**src/rtl/ps2_host_tx.sv**
```systemverilog
// rtl/ps2_host_tx.sv - PS/2 host-to-device command byte transmitter
// Runs the request-to-send sequence, clocks out one frame on device clock edges and checks the ACK.
module ps2_host_tx #(
  parameter int INHIBIT_CYCLES = 12000,
  parameter int SETUP_CYCLES   = 200,
  parameter int TIMEOUT_CYCLES = 2000000,
  parameter int FILTER_LEN     = 8
) (
  input  logic       clk_100mhz,
  input  logic       rst,
  input  logic [7:0] tx_data,
  input  logic       tx_start,
  output logic       busy,
  output logic       done,
  output logic       error,
  input  logic       ps2_clk_in,
  input  logic       ps2_data_in,
  output logic       ps2_clk_oe,
  output logic       ps2_data_oe
);

  localparam int CNT_MAX_A = (INHIBIT_CYCLES > SETUP_CYCLES) ? INHIBIT_CYCLES : SETUP_CYCLES;
  localparam int CNT_MAX   = (TIMEOUT_CYCLES > CNT_MAX_A) ? TIMEOUT_CYCLES : CNT_MAX_A;
  localparam int CW        = $clog2(CNT_MAX + 1);
  localparam int FCW       = $clog2(FILTER_LEN + 1);

  localparam logic [CW-1:0]  INH_LAST = CW'(INHIBIT_CYCLES - 1);
  localparam logic [CW-1:0]  SET_LAST = CW'(SETUP_CYCLES - 1);
  localparam logic [CW-1:0]  TO_LAST  = CW'(TIMEOUT_CYCLES - 1);
  localparam logic [FCW-1:0] F_LAST   = FCW'(FILTER_LEN - 1);

  typedef enum logic [2:0] {
    S_IDLE,
    S_INHIBIT,
    S_REQ,
    S_SHIFT,
    S_ACK,
    S_WAIT_IDLE
  } state_t;

  // Pad conditioning; index 0 is the clock line, index 1 the data line.
  logic [1:0]     w_pad;
  logic [1:0]     r_sync1;
  logic [1:0]     r_sync2;
  logic [1:0]     r_filt;
  logic [FCW-1:0] r_fcnt [2];
  logic           r_fall;

  assign w_pad = {ps2_data_in, ps2_clk_in};

  always_ff @(posedge clk_100mhz or posedge rst) begin
    if (rst) begin
      r_sync1 <= 2'b11;
      r_sync2 <= 2'b11;
      r_filt  <= 2'b11;
      r_fcnt  <= '{default: '0};
      r_fall  <= 1'b0;
    end else begin
      r_sync1 <= w_pad;
      r_sync2 <= r_sync1;
      r_fall  <= 1'b0;
      for (int i = 0; i < 2; i++) begin
        if (r_sync2[i] == r_filt[i]) begin
          r_fcnt[i] <= '0;
        end else if (r_fcnt[i] == F_LAST) begin
          r_filt[i] <= r_sync2[i];
          r_fcnt[i] <= '0;
          if (i == 0) r_fall <= ~r_sync2[i];
        end else begin
          r_fcnt[i] <= r_fcnt[i] + 1'b1;
        end
      end
    end
  end

  state_t        r_state, w_state_nxt;
  logic [CW-1:0] r_cnt, w_cnt_nxt;
  logic [3:0]    r_idx, w_idx_nxt;
  logic [7:0]    r_data, w_data_nxt;
  logic          r_par, w_par_nxt;
  logic          r_nack, w_nack_nxt;
  logic          r_busy, w_busy_nxt;
  logic          r_done, w_done_nxt;
  logic          r_error, w_error_nxt;
  logic          r_clk_oe, w_clk_oe_nxt;
  logic          r_data_oe, w_data_oe_nxt;
  logic          w_timeout;
  logic          w_abort;

  assign w_timeout = (r_cnt == TO_LAST);

  always_comb begin
    w_state_nxt   = r_state;
    w_cnt_nxt     = r_cnt;
    w_idx_nxt     = r_idx;
    w_data_nxt    = r_data;
    w_par_nxt     = r_par;
    w_nack_nxt    = r_nack;
    w_busy_nxt    = r_busy;
    w_done_nxt    = 1'b0;
    w_error_nxt   = 1'b0;
    w_clk_oe_nxt  = r_clk_oe;
    w_data_oe_nxt = r_data_oe;
    w_abort       = 1'b0;

    case (r_state)
      S_IDLE: begin
        if (tx_start) begin
          w_state_nxt   = S_INHIBIT;
          w_cnt_nxt     = '0;
          w_data_nxt    = tx_data;
          w_par_nxt     = ~^tx_data;
          w_nack_nxt    = 1'b0;
          w_busy_nxt    = 1'b1;
          w_clk_oe_nxt  = 1'b1;
          w_data_oe_nxt = 1'b0;
        end
      end
      S_INHIBIT: begin
        if (r_cnt == INH_LAST) begin
          w_state_nxt   = S_REQ;
          w_cnt_nxt     = '0;
          w_data_oe_nxt = 1'b1;
        end else begin
          w_cnt_nxt = r_cnt + 1'b1;
        end
      end
      S_REQ: begin
        if (r_cnt == SET_LAST) begin
          w_state_nxt  = S_SHIFT;
          w_cnt_nxt    = '0;
          w_idx_nxt    = '0;
          w_clk_oe_nxt = 1'b0;
        end else begin
          w_cnt_nxt = r_cnt + 1'b1;
        end
      end
      // Each device clock fall moves the line to the next bit; the stop bit is a release.
      S_SHIFT: begin
        if (r_fall) begin
          w_cnt_nxt = '0;
          w_idx_nxt = r_idx + 1'b1;
          if (r_idx < 4'd8) begin
            w_data_oe_nxt = ~r_data[r_idx[2:0]];
          end else if (r_idx == 4'd8) begin
            w_data_oe_nxt = ~r_par;
          end else begin
            w_data_oe_nxt = 1'b0;
            w_state_nxt   = S_ACK;
          end
        end else if (w_timeout) begin
          w_abort = 1'b1;
        end else begin
          w_cnt_nxt = r_cnt + 1'b1;
        end
      end
      S_ACK: begin
        if (r_fall) begin
          w_cnt_nxt   = '0;
          w_nack_nxt  = r_filt[1];
          w_state_nxt = S_WAIT_IDLE;
        end else if (w_timeout) begin
          w_abort = 1'b1;
        end else begin
          w_cnt_nxt = r_cnt + 1'b1;
        end
      end
      S_WAIT_IDLE: begin
        if (r_filt == 2'b11) begin
          w_state_nxt = S_IDLE;
          w_busy_nxt  = 1'b0;
          w_done_nxt  = 1'b1;
          w_error_nxt = r_nack;
          w_cnt_nxt   = '0;
        end else if (r_fall) begin
          w_cnt_nxt = '0;
        end else if (w_timeout) begin
          w_abort = 1'b1;
        end else begin
          w_cnt_nxt = r_cnt + 1'b1;
        end
      end
      default: begin
        w_state_nxt = S_IDLE;
      end
    endcase

    if (w_abort) begin
      w_state_nxt   = S_IDLE;
      w_cnt_nxt     = '0;
      w_busy_nxt    = 1'b0;
      w_done_nxt    = 1'b1;
      w_error_nxt   = 1'b1;
      w_clk_oe_nxt  = 1'b0;
      w_data_oe_nxt = 1'b0;
    end
  end

  always_ff @(posedge clk_100mhz or posedge rst) begin
    if (rst) begin
      r_state   <= S_IDLE;
      r_cnt     <= '0;
      r_idx     <= '0;
      r_data    <= '0;
      r_par     <= 1'b0;
      r_nack    <= 1'b0;
      r_busy    <= 1'b0;
      r_done    <= 1'b0;
      r_error   <= 1'b0;
      r_clk_oe  <= 1'b0;
      r_data_oe <= 1'b0;
    end else begin
      r_state   <= w_state_nxt;
      r_cnt     <= w_cnt_nxt;
      r_idx     <= w_idx_nxt;
      r_data    <= w_data_nxt;
      r_par     <= w_par_nxt;
      r_nack    <= w_nack_nxt;
      r_busy    <= w_busy_nxt;
      r_done    <= w_done_nxt;
      r_error   <= w_error_nxt;
      r_clk_oe  <= w_clk_oe_nxt;
      r_data_oe <= w_data_oe_nxt;
    end
  end

  assign busy        = r_busy;
  assign done        = r_done;
  assign error       = r_error;
  assign ps2_clk_oe  = r_clk_oe;
  assign ps2_data_oe = r_data_oe;

endmodule

```
**config.mk**
```make
export PLATFORM = sky130hd
export DESIGN_NAME = ps2_host_tx
export DESIGN_NICKNAME = d
export VERILOG_FILES = /design/src/rtl/ps2_host_tx.sv
export SDC_FILE = /design/constraint.sdc
export NUM_CORES = 1
export LEC_CHECK = 0
export BUFFER_PORTS_ARGS = -buffer_cell sky130_fd_sc_hd__buf_2
export CORE_MARGIN = 5
export CORE_UTILIZATION = 30
export CTS_CLUSTER_SIZE = 25
export DETAILED_ROUTE_END_ITERATION = 10
export GPL_TIMING_DRIVEN = 0
export PLACE_DENSITY = 0.45
export SLEW_MARGIN = 25
export SYNTH_ARGS = -nofsm -noshare
export SYNTH_HDL_FRONTEND = slang
export SYNTH_SLANG_ARGS = --single-unit
```
**constraint.sdc**
```tcl
create_clock -name clk_100mhz -period 6.16 [get_ports clk_100mhz]
set_input_delay 0.924 -clock clk_100mhz [delete_from_list [all_inputs] [get_ports clk_100mhz]]
set_output_delay 0.924 -clock clk_100mhz [all_outputs]
set_load 0.01 [all_outputs]
```
==> flow_summary.toml <==
[cts]
clk_latency_ns = 0.35
hold_buffers = 0
cts_tree = "done"
clockBufferDepth = 2
htreeDepth = 3
clk_pin_slew_ns = 0.08
postCtsSetupBuffers = 0
numCtsBuffers = 9
postCtsResizedCells = 0
root_buffer = "clkbuf_8"
cts.sinks = 58

[flow_run]
max_cap_viol_count = 0

[setup_path]
critPathKind = "register to register"
worstReg2RegStart = "r_cnt[17]$_DFFE_PP0P_"
worstPathRequired_ns = 6.36
start_kind = "register"
cpMaxStageDelayCell = "nor3_1"
critPathCaptureType = "register"
crit_arrival_ns = 3.00
cpMostUsedCell = "nand3_1"
cp-startpoint = "r_cnt[17]$_DFFE_PP0P_"
regToRegEndpoint = "r_idx[0]$_DFFE_PP0P_"
rrSetupSlack_ns = 3.37
crit_fanout = 6
rr_worst_depth = 6
max_stage_delay_ns = 0.64
crit_family = "simple AND/OR/NAND/NOR gates"
path_buf_inv = 0
crit_chain = "nor4_1 -> nand3_1 -> o41ai_1 -> nand3_1 -> nor3_1 -> o21ai_0"
worst-path-stages = 6

[cells_and_area]
fillers = 1033
area_growth_pct = 16.4
nets = 364
regArea_mm2 = 0.00146
layoutNonFillerInstCount = 487
multi_input_area_mm2 = 0.00152
drive_gt1_frac = 0.185
diodes = 0

[floorplan]
coreArea_mm2 = 0.0101
die_h_um = 111
initial_utilization = 0.303
fp.dieW_um = 111
dieArea_mm2 = 0.0124
num_rows = 37
ios = 18

[sta]
relSlewSlack = 0.478
fin_skew_ns = 0.0127
finalSetupViolCount = 0
worst_slew_pin_slew_ns = 0.775
holdWs_ns = 0.356
finalSetupTns_ns = 0
max_freq_mhz = 358
slew_violations = 0
rsz0062_at_grt = "no"
hold_violations = 0
finalCritPeriodShare = 0.453
final_period_minus_worst_setup_slack_ns = 2.79

[route]
drtPass1Iterations = 4
num_vias = 2466
wl_per_cell_um = 14.7
routed_wirelength_um = 7160
final_antenna_net_count = 0
dr.first_iter.drc_count = 130
viasPerCell = 5.06
drc_errors = 0

[place]
hpwl_um = 5010
place_inst = 471
port_buffers = 17
gp_congestion = 0.799

[synth]
synth.avg_cell_area_um2 = 9.69
ys_top_cells_by_count = "52 x dfrtp_1, 32 x nor2_1, 25 x a21oi_1, 25 x nand2_1, 21 x nand3_1"
yosysTopAreaCell = "dfrtp_1"
synth_edf_count = 0
synthArstFlopShare = 1.00
synth_nets = 335
postSynthCellCount = 317
syn_area_mm2 = 0.00307
synth-seq-cells = 58
synth_area_leaders = "dfrtp_1 42%, dfstp_2 5.1%, a21oi_1 4.1%"
synth.most_common_cell = "dfrtp_1"
synth_top_area_frac = 0.424
synth-seq-area-share = 0.475
synthDistinctLibCells = 54
yosys_warnings = 0
ys.flop_type = "dfrtp_1"

[global_routing]
overflow = 0
first_global_vias = 2439
grtUsageTotal = 0.124
grt_max_degree = 43
antenna_found_initial = 0
grt_pass1_wl_um = 12500

[min_path]
worstHoldStart = "r_sync1[0]$_DFF_PP1_"
whs_endpoint = "r_sync2[0]$_DFF_PP1_"
hold_path_class = "register to register"
hold_depth = 0

[power]
powerDensity_mw_per_mm2 = 422
vdd_drop_max_mv = 0.146
p_leak_nw = 1.49

[run_status]
status = "complete, no violations"
-- layout make-up --
class                      count  area share
tap                          136      0.0476
multi-input combinational    238       0.424
inverter                       7     0.00805
clock buffer                  11      0.0395
timing repair buffer          18      0.0315
clock inverter                 5      0.0217
buffer                        14      0.0192
sequential                    58       0.408
-- power breakdown --
part / leakage [nW] / internal [mW] / switching, mW
sequential: 0.747 / 0.477 / 0.0785
clock: 0.109 / 0.238 / 0.160
combinational: 0.634 / 0.229 / 0.327
-- logic make-up (layout without fill, tap and decap cells) --
kind of cell               count (synthesis)  in the layout  synth area share
buffers and inverters                     21             55            0.0310
DFF                                       58             58             0.475
and+or+nand+nor                          139            139             0.244
adders and majority gates                  5              5            0.0204
muxes                                     14             14            0.0582
AOI/OAI and AO/OA                         67             67             0.135
xor gates and xnor gates                  13             13            0.0371
-- metal layers --
layer | track usage | routed length [um] | vias to the layer above
met3 | 0.0289 | 310 | 10
met4 | 0.0470 | 118 | 0
li1 | - | - | 1223
met5 | 0 | 0 | -
met1 | 0.170 | 3420 | 1185
met2 | 0.191 | 3310 | 48
-- cell usage in the layout (no fill, tap or decap), drive strengths merged, types with 6 or more instances in the layout --
cell type  count
inv            7
nor4           8
dfstp          6
nand2b         6
nand2         25
o21ai         11
a31oi         11
clkbuf        20
nor3          10
nor2          32
a21oi         25
mux2          11
dfrtp         52
xnor2         11
nand4          6
buf           23
and3           7
nand3         21
-- worst max-delay path by stage --
stage,end,slack (ns)
after global routing,r_idx[0]$_DFFE_PP0P_,3.13
after floorplan,busy$_DFFE_PP0P_,3.82
after global placement,r_cnt[4]$_DFFE_PP0P_,2.90
after CTS,r_idx[0]$_DFFE_PP0P_,3.36
final,r_idx[0]$_DFFE_PP0P_,3.37
after detailed placement,r_idx[0]$_DFFE_PP0P_,3.38
-- sequential cells by signal, indices dropped and copies added, names as in the netlist, 2 cells and up --
signal,flops
r_fcnt,8
r_sync2,2
r_sync1,2
r_filt,2
r_data,8
r_cnt,21
r_idx,4
r_state,3
-- stage by stage --
stage	instance area, um^2	utilization	setup WS [ns]	total power, mW
6_report	3580	0.353	3.37	1.51
4_1_cts	3580	0.353	3.36	1.53
3_5_place_dp	3360	0.331	3.38	1.12
2_1_floorplan	3070	-	3.82	0.964
3_3_place_gp	3330	0.328	2.90	1.12
5_1_grt	3580	0.353	3.13	1.63
Note: power is estimated with default switching activity, not from simulation.
